`src/rtl/subt_pkg.sv`:
```
// Shared widths and reset constants for the trial-subtract unit.
package subt_pkg;

    localparam int SUBT_A_W = 17;
    localparam int SUBT_B_W = 8;

    // Reset values correspond to the 0 - 0 result.
    localparam logic [SUBT_A_W-1:0] S_RST    = '0;
    localparam logic                COUT_RST = 1'b1;
    localparam logic                BO_RST   = 1'b0;
    localparam logic                EQZ_RST  = 1'b1;

endpackage

```
`src/rtl/subt_unit_if.sv`:
```
// Operand/result bundle for subt_unit.
// The slave side is the subtractor; the master side supplies operands.
interface subt_unit_if;
    import subt_pkg::*;

    logic [SUBT_A_W-1:0] A;
    logic [SUBT_B_W-1:0] B;
    logic [SUBT_A_W-1:0] S;
    logic                Cout;
    logic                Bo;
    logic                eqz;

    modport master (output A, output B, input S, input Cout, input Bo, input eqz);
    modport slave  (input A, input B, output S, output Cout, output Bo, output eqz);
endinterface

```
`src/rtl/subt_unit_full_adder.sv`:
```
// One-bit full-adder cell used to build the ripple chain.
module full_adder (
    input  logic a,
    input  logic b,
    input  logic cin,
    output logic s,
    output logic cout
);
    assign s    = a ^ b ^ cin;
    assign cout = (a & b) | (a & cin) | (b & cin);
endmodule

```
`src/rtl/subt_unit.sv`:
```
// subt_unit: registered 17-bit minus 8-bit subtractor (A + ~B_ext + 1).
// Optional feature macro: SUBT_EQZ_EN enables the registered zero flag;
// without it eqz is tied to 0 and the zero-detect is not built.
module subt_unit
    import subt_pkg::*;
(
    input  logic          clk,
    input  logic          rst,
    subt_unit_if.slave    bus
);

    logic [SUBT_A_W-1:0] b_inv;
    logic [SUBT_A_W-1:0] diff;
    logic [SUBT_A_W:0]   carry;

    logic [SUBT_A_W-1:0] s_reg;
    logic                cout_reg;
    logic                bo_reg;

    // Zero-extend B, then invert; the +1 of two's complement is the chain carry-in.
    assign b_inv    = ~{{(SUBT_A_W-SUBT_B_W){1'b0}}, bus.B};
    assign carry[0] = 1'b1;

    generate
        for (genvar gi = 0; gi < SUBT_A_W; gi++) begin : g_chain
            full_adder u_fa (
                .a    (bus.A[gi]),
                .b    (b_inv[gi]),
                .cin  (carry[gi]),
                .s    (diff[gi]),
                .cout (carry[gi+1])
            );
        end
    endgenerate

    // Output register: difference, carry-out and its complement borrow.
    always_ff @(posedge clk or posedge rst) begin
        if (rst) begin
            s_reg    <= S_RST;
            cout_reg <= COUT_RST;
            bo_reg   <= BO_RST;
        end else begin
            s_reg    <= diff;
            cout_reg <= carry[SUBT_A_W];
            bo_reg   <= ~carry[SUBT_A_W];
        end
    end

    assign bus.S    = s_reg;
    assign bus.Cout = cout_reg;
    assign bus.Bo   = bo_reg;

`ifdef SUBT_EQZ_EN
    logic eqz_reg;

    // Zero flag taken from the pre-register difference so it aligns with S.
    always_ff @(posedge clk or posedge rst) begin
        if (rst) begin
            eqz_reg <= EQZ_RST;
        end else begin
            eqz_reg <= (diff == '0);
        end
    end

    assign bus.eqz = eqz_reg;
`else
    assign bus.eqz = 1'b0;
`endif

endmodule

```
`src/flat_wrapper.sv`:
```
// flat-port wrapper written by rule: the top's interface ports become plain ports
module subt_unit_flat import subt_pkg::*;
  (clk, rst, bus_A, bus_B, bus_S, bus_Cout, bus_Bo, bus_eqz);
  subt_unit_if bus_i ();
  input  logic clk;
  input  logic rst;
  input wire logic [$bits(bus_i.A)-1:0] bus_A;
  input wire logic [$bits(bus_i.B)-1:0] bus_B;
  output wire logic [$bits(bus_i.S)-1:0] bus_S;
  output wire logic [$bits(bus_i.Cout)-1:0] bus_Cout;
  output wire logic [$bits(bus_i.Bo)-1:0] bus_Bo;
  output wire logic [$bits(bus_i.eqz)-1:0] bus_eqz;
  assign bus_i.A = bus_A;
  assign bus_i.B = bus_B;
  assign bus_S = bus_i.S;
  assign bus_Cout = bus_i.Cout;
  assign bus_Bo = bus_i.Bo;
  assign bus_eqz = bus_i.eqz;
  subt_unit u_core (.clk(clk), .rst(rst), .bus(bus_i));
endmodule
```
`config.mk`:
```
export PLATFORM = sky130hd
export DESIGN_NAME = subt_unit_flat
export DESIGN_NICKNAME = d
export VERILOG_FILES = /design/src/rtl/subt_pkg.sv /design/src/rtl/subt_unit_if.sv /design/src/rtl/subt_unit_full_adder.sv /design/src/rtl/subt_unit.sv /design/src/flat_wrapper.sv
export SDC_FILE = /design/constraint.sdc
export NUM_CORES = 1
export LEC_CHECK = 0
export CAP_MARGIN = 30
export CORE_AREA = 2 2 50 52
export DETAILED_ROUTE_END_ITERATION = 16
export DIE_AREA = 0 0 52 54
export PLACE_DENSITY = 0.91
export SLEW_MARGIN = 20
export SYNTH_ARGS = -nofsm -noshare
export SYNTH_HDL_FRONTEND = slang
export SYNTH_HIERARCHICAL = 1
export SYNTH_SLANG_ARGS = --single-unit
```
`constraint.sdc`:
```
create_clock -name clk -period 1.78 [get_ports clk]
set_clock_uncertainty 0.2 [all_clocks]
set_input_delay 0.356 -clock clk [delete_from_list [all_inputs] [get_ports clk]]
set_output_delay 0.356 -clock clk [all_outputs]
set_load 0.005 [all_outputs]
```
==> metrics.csv, run 1 <==
stage;metric;value;unit
run_status;status;complete, but fails checks;
run_status;failing checks;negative setup slack;
finish;area delta synth->final;67.48;%
global_routing;antenna violations before repair;0;
power;power density over cell area;750.9;nW/um2
setup_path;Crit Path Category;in2reg;
routing;WL/cell;12.30;um
placed_design;buffers added on ports;45;
setup_path;worst path cell trace;buf_6 > fa_2 > fa_2 > fa_2 > fa_2 > fa_2 > fa_2 > fa_2 > fa_2 > fa_2 > fa_2 > fa_2 > fa_2 > fa_2 > fa_2 > fa_2 > fa_2 > fa_1;
floorplanning;Core Region;2320;um2
routing;Routed Antenna Nets;0;
setup_path;Worst path most repeated cell;fa_2;
setup_path;crit path max-delay cell type;fa_1;
min_path;worst hold-check path type;in2reg;
setup_path;CP peak stage delay;0.45;ns
synthesis;Synth Register Bits;19;
sta;fin crit share;374.9;%
sta;# setup viols final;16;
sta;fin worst setup slack;-4.894;ns
floorplanning;row count;18;
clock_tree;Post-CTS Setup Repair Bufs;0;
floorplanning;Die Wd;52;um
synthesis;Synth Cell Area;869.6;um2
placed_design;final estimated routing congestion in global placement;0.5906;
floorplanning;Die ar.;2808;um2
setup_path;crit-path leading delay family;adder cells;
floorplanning;die height;54;um
routing;via count;538;
sta;achievable clock frequency;0.1498;GHz
floorplanning;Starting Density;37.49;%
global_routing;number of global-route vias before repair;681;
sta;RSZ-0062 raised after global routing;true;
setup_path;CP endpoint kind;flip-flop;
setup_path;Crit Path Max Fanout;1;
synthesis;Unique masters post-synth;6;
synthesis;Mapped Cells;49;
finish;commonest non-fill, non-tap cell in the layout;clkdlybuf4s50_1;
sta;Final Hold Viols;0;
clock_tree;CTS tree;yes;
routing;Vias/cell;3.927;
finish;fillers;196;
power;LEAKAGE;0.6221;nW
placed_design;placed insts;133;
global_routing;grt total ovfl;0;
routing;drt drc;0;
setup_path;Worst setup SP type;input pin;
sta;minimum clock period;6.674;ns
synthesis;sequential fraction of the synthesis area;54.82;%
clock_tree;H-Tree Depth;1;
setup_path;CP Data Required Time;1.74;ns
global_routing;first-pass GRT wire length;2.704;mm
run;number of max-cap violations;0;
placed_design;DP Worst Slack;-5.670;ns
finish;antenna diode count;0;
clock_tree;CTS root buf;clkbuf_4;
finish;Layout Nets;152;
finish;share of cells above drive strength 1;23.36;%
routing;DRT Pass-1 Iters;1;
synthesis;Syn. warnings;6;
floorplanning;Ports;47;
synthesis;synthesized area per cell;17.75;um2
setup_path;Bufs and invs on worst path;1;
setup_path;WP data arrival;6.63;ns
routing;number of DRC markers in iteration 0;0;
clock_tree;CTS buffer count;3;
global_routing;largest net degree at the start of global routing;20;
sta;Final Slew Violations;0;
finish;commonest non-fill, non-tap cells in the layout;clkdlybuf4s50_1, dfrtp_1, fa_2;
clock_tree;clk slew on worst S/H paths;0.09;ns
global_routing;Total GRT Usage;14.16;%
routing;final wirelength;1.685;mm
clock_tree;Max clock buf depth;2;
power;Max VDD drop;0.0003958;V
clock_tree;Clock Sinks;19;
finish;Finished Layout Cells;137;
placed_design;hpwl dp;1.473;mm
==> synth_stat cells <==
library cell,number,area (um2)
buf_4,1,7.510
dfrtp_1,18,450.4
dfstp_2,1,26.28
fa_1,17,340.3
conb_1,2,7.510
inv_1,10,37.54
==> metal layers <==
metal | GRT usage (%) | routed length [um]
met3 | 3.333 | 189
met1 | 12.71 | 472
met2 | 28.48 | 992
met4 | 7.895 | 31
met5 | 0 | 0
==> where the power goes <==
part / internal (mW) / switching, mW
clock network: 0.0868 / 0.116
registers: 0.512 / 0.0200
logic: 0.236 / 0.123
total: 0.835 / 0.258
==> sequential cells by signal, indices dropped and copies added (netlist names) <==
signal and cells:
u_core/bus.S 17, u_core/bus.Bo 1, u_core/bus.Cout 1
==> what timing repair did <==
item / CTS / global route
hold buffers: 0 / 0
pin swaps: 17 / 16
hold endpoints to repair: 0 / 0
gates resized for setup: 14 / 0
endpoints found under the setup margin: 18 / 16
==> final cells by class <==
cell class | instances | area (um2) | share of cell area [%]
Timing Repair Buffer | 46 | 456.7 | 31.36
Tap cell | 30 | 37.54 | 2.577
Inverter | 10 | 37.54 | 2.577
Multi-Input combinational cell | 28 | 421.7 | 28.95
Clock buffer | 4 | 26.28 | 1.804
Sequential cell | 19 | 476.7 | 32.73
==> stage by stage <==
step | total power, mW | util [%] | hold WS, ns | setup TNS [ns] | cell area (um2)
detailed placement | 0.9113 | 61.70 | 0.5195 | -58.42 | 1431
global route | 1.193 | 62.78 | 0.1578 | -46.92 | 1456
global placement | 0.8873 | 61.70 | 0.4919 | -57.12 | 1431
finish | 1.094 | 62.78 | 0.1789 | -45.59 | 1456
CTS | 1.118 | 62.78 | 0.1626 | -47.51 | 1456
floorplan | 0.6443 | - | 0.1064 | -5.852 | 943.4
==> cell families after synthesis <==
| group | share of synthesized area (%) |
|---|---|
| adder cells (fa/ha/maj) | 39.14 |
| buffers and inverters | 5.181 |
| flip-flops | 54.82 |
| other | 0.8636 |
==> final timing paths <==
check	from	endpoint	slack, ns	cells after the start
max in group asynchronous	rst	u_core/bus.Cout	0.92	3
worst max-delay path	bus_A[0]	u_core/bus.S[16]	-4.89	18
min in group asynchronous	rst	u_core/bus.S[4]	0.20	3
worst min-delay path	bus_A[0]	u_core/bus.S[0]	0.18	2
Note: power is estimated with default switching activity, not from simulation.
==> inputs of run 2 (changes only) <==
Settings changed: PLACE_DENSITY 0.91 to 0.93, SLEW_MARGIN 20 to unset, SYNTH_HIERARCHICAL 1 to unset.
==> metrics.csv, run 2 <==
stage;metric;value;unit;change
run_status;failing checks;negative setup slack;;unchanged
sta;Final Hold Viols;0;;unchanged
run_status;status;complete, but fails checks;;unchanged
routing;number of DRC markers in iteration 0;0;;unchanged
routing;via count;611;;was 538
power;Comb power frac;29.6;%;was 32.8%
routing;Vias/cell;3.942;;was 3.927
routing;final wirelength;1.609;mm;was 1.685 mm
placed_design;placed insts;151;;was 133
setup_path;crit-path leading delay family;adder cells;;unchanged
setup_path;Bufs and invs on worst path;5;;was 1
synthesis;post-synth top area share;49.79;%;was 51.80%
finish;commonest non-fill, non-tap cell in the layout;clkdlybuf4s50_1;;unchanged
synthesis;Syn. warnings;0;;was 6
synthesis;dominant cells by area after synthesis;dfrtp_1, fa_1, inv_1;;unchanged
floorplanning;Die Wd;52;um;unchanged
setup_path;CP peak stage delay;0.35;ns;was 0.45 ns
clock_tree;CTS root buf;clkbuf_4;;unchanged
placed_design;final estimated routing congestion in global placement;0.6146;;was 0.5906
sta;fin worst setup slack;-2.695;ns;was -4.894 ns
power;Pwr Total;997.0;uW;was 1.094 mW
setup_path;Crit Path Max Fanout;2;;was 1
setup_path;Worst path depth;22;;was 18
setup_path;Worst path most repeated cell;ha_4;;was fa_2
synthesis;Post-synth EDFFs;0;;unchanged
power;Flop pwr share;49.5;%;was 48.7%
finish;max reg flops;17;;unchanged
synthesis;asr flop ratio synth;100.0;%;unchanged
global_routing;largest net degree at the start of global routing;16;;was 20
synthesis;synthesized area per cell;11.90;um2;was 17.75 um2
placed_design;buffers added on ports;45;;unchanged
synthesis;Mapped Cells;76;;was 49
clock_tree;CTS tree;yes;;unchanged
sta;achievable clock frequency;0.2235;GHz;was 0.1498 GHz
global_routing;first-pass GRT wire length;2.628;mm;was 2.704 mm
power;Max VDD drop;0.0004167;V;was 0.0003958 V
sta;fin crit share;251.4;%;was 374.9%
global_routing;grt total ovfl;0;;unchanged
sta;Final Slew Violations;0;;unchanged
synthesis;Yosys top cell by area;dfrtp_1;;unchanged
global_routing;Total GRT Usage;13.04;%;was 14.16%
setup_path;Crit Path Category;in2reg;;unchanged
sta;minimum clock period;4.475;ns;was 6.674 ns
run;number of max-cap violations;0;;unchanged
power;P_int;756.9;uW;was 835.4 uW
power;NetSw;240.1;uW;was 258.2 uW
sta;# setup viols final;16;;unchanged
setup_path;start point of the critical path;bus_A[0];;unchanged
finish;Finished Layout Cells;155;;was 137
floorplanning;Core Region;2320;um2;unchanged
floorplanning;row count;18;;unchanged
clock_tree;clk slew on worst S/H paths;0.10;ns;was 0.09 ns
synthesis;commonest cells in the netlist;inv_1, dfrtp_1, ha_1;;was dfrtp_1, fa_1, inv_1
finish;register area;476.7;um2;unchanged
power;switching share of power;24.09;%;was 23.61%
setup_path;CP endpoint;u_core.bus.S[16];;was u_core/bus.S[16]
power;power density over cell area;627.4;nW/um2;was 750.9 nW/um2
finish;share of cells above drive strength 1;35.20;%;was 23.36%
setup_path;Worst setup SP type;input pin;;unchanged
global_routing;number of global-route vias before repair;668;;was 681
finish;Layout Nets;171;;was 152
clock_tree;Max clock buf depth;2;;unchanged
floorplanning;Starting Density;39.00;%;was 37.49%
power;Clk pwr share;20.9;%;was 18.5%
clock_tree;Clock Sinks;19;;unchanged
global_routing;antenna violations before repair;0;;unchanged
synthesis;sequential fraction of the synthesis area;52.70;%;was 54.82%
finish;multi-input logic area;436.7;um2;was 421.7 um2
finish;commonest non-fill, non-tap cells in the layout;clkdlybuf4s50_1, inv_1, dfrtp_1;;was clkdlybuf4s50_1, dfrtp_1, fa_2
routing;WL/cell;10.38;um;was 12.30 um
synthesis;Syn Nets;121;;
floorplanning;Die ar.;2808;um2;unchanged
floorplanning;die height;54;um;unchanged
routing;DRT Pass-1 Iters;1;;unchanged
synthesis;Unique masters post-synth;7;;was 6
routing;drt drc;0;;unchanged
routing;Routed Antenna Nets;0;;unchanged
finish;fillers;175;;was 196
setup_path;CP endpoint kind;flip-flop;;unchanged
synthesis;Most used DFF post-synth;dfrtp_1;;unchanged
synthesis;count leader, synth;inv_1;;was dfrtp_1
synthesis;Synth Cell Area;904.6;um2;was 869.6 um2
sta;RSZ-0062 raised after global routing;true;;unchanged
setup_path;crit path max-delay cell type;fa_2;;was fa_1
placed_design;hpwl dp;1.484;mm;was 1.473 mm
setup_path;WP data arrival;4.47;ns;was 6.63 ns
synthesis;Synth Register Bits;19;;unchanged
min_path;worst hold-check path type;in2async;;was in2reg
clock_tree;H-Tree Depth;1;;unchanged
finish;area delta synth->final;75.66;%;was 67.48%
setup_path;CP Data Required Time;1.78;ns;was 1.74 ns
clock_tree;CTS buffer count;3;;unchanged
floorplanning;Ports;47;;unchanged
finish;antenna diode count;0;;unchanged
setup_path;worst path cell trace;buf_8 > inv_8 > ha_4 > fa_2 > fa_2 > fa_2 > fa_2 > fa_2 > fa_2 > inv_2 > fa_2 > inv_2 > ha_4 > ha_4 > ha_4 > ha_4 > ha_4 > ha_4 > ha_4 > ha_4 > ha_4 > inv_2;;was buf_6 > fa_2 > fa_2 > fa_2 > fa_2 > fa_2 > fa_2 > fa_2 > fa_2 > fa_2 > fa_2 > fa_2 > fa_2 > fa_2 > fa_2 > fa_2 > fa_2 > fa_1
placed_design;DP Worst Slack;-3.553;ns;was -5.670 ns
power;LEAKAGE;0.7408;nW;was 0.6221 nW
## run 2: cell types whose count changed in the layout (fill, tap and decap cells not counted), moves of 2 or more
| cell | before | now |
|---|---|---|
| conb_1 | 11 | 1 |
| inv_2 | 2 | 16 |
| ha_4 | 0 | 11 |
| dlygate4sd2_1 | 3 | 1 |
| fa_2 | 16 | 7 |
| clkbuf_2 | 0 | 2 |
| inv_1 | 8 | 20 |
## run 2: metrics by stage
step                      setup TNS, ns  instance area [um2]  utilization (%)  hold slack (ns)
after floorplan                  -29.77                 1067                -           0.1064
after global placement           -40.87                 1568            67.58           0.3894
after detailed placement         -41.57                 1568            67.58           0.4035
after CTS                        -30.41                 1598            68.88          0.07675
after global routing             -28.21                 1589            68.50          0.08057
final                            -27.35                 1589            68.50          0.08415
## run 2: worst min-delay path by stage
stage	from	endpoint	slack, ns	cells past startpoint
final	rst	u_core.bus.S[12]	0.08	2
after global routing	rst	u_core.bus.S[9]	0.08	2
after CTS	rst	u_core.bus.S[9]	0.08	2
after detailed placement	rst	u_core.bus.S[9]	0.40	2
after global placement	rst	u_core.bus.S[9]	0.39	2
after floorplan	rst	u_core.bus.Bo	0.11	1
## run 2: cell type report
class                           instances  share of cell area [%]
Sequential cell                        19                   30.00
Multi-Input combinational cell         19                   27.48
Tap cell                               30                   2.362
Clock buffer                            4                   1.654
Timing Repair Buffer                   46                   29.29
Inverter                               37                   9.213
## run 2: what timing repair did
action	in CTS	in global routing
setup buffers	0	0
pin swaps	16	15
resized for setup	25	7
setup endpoints to repair	18	16
gates cloned	0	0
hold buffers	0	0
## run 2: power groups by stage
stage | combinational (mW) | clock [mW] | sequential [mW]
floorplan | 0.0912 | 0 | 0.509
global placement | 0.278 | 0 | 0.502
detailed placement | 0.289 | 0 | 0.503
CTS | 0.301 | 0.220 | 0.495
global route | 0.331 | 0.240 | 0.498
finish | 0.295 | 0.209 | 0.494
## run 2: cells by family after synthesis
logic type / count (synthesis) / share of synthesized area (%)
flops: 19 / 52.70
buf+inv: 38 / 16.18
fa+ha+maj: 18 / 30.70
other cells: 1 / 0.4145
## run 2: routing by layer
metal / share of wire (%) / vias up / global-route usage, %
met5: 0 / - / 0
met4: 0 / 0 / 3.947
met3: 9.9 / 0 / 2.778
met2: 59 / 31 / 27.64
met1: 31 / 284 / 12.10
li1: - / 296 / -
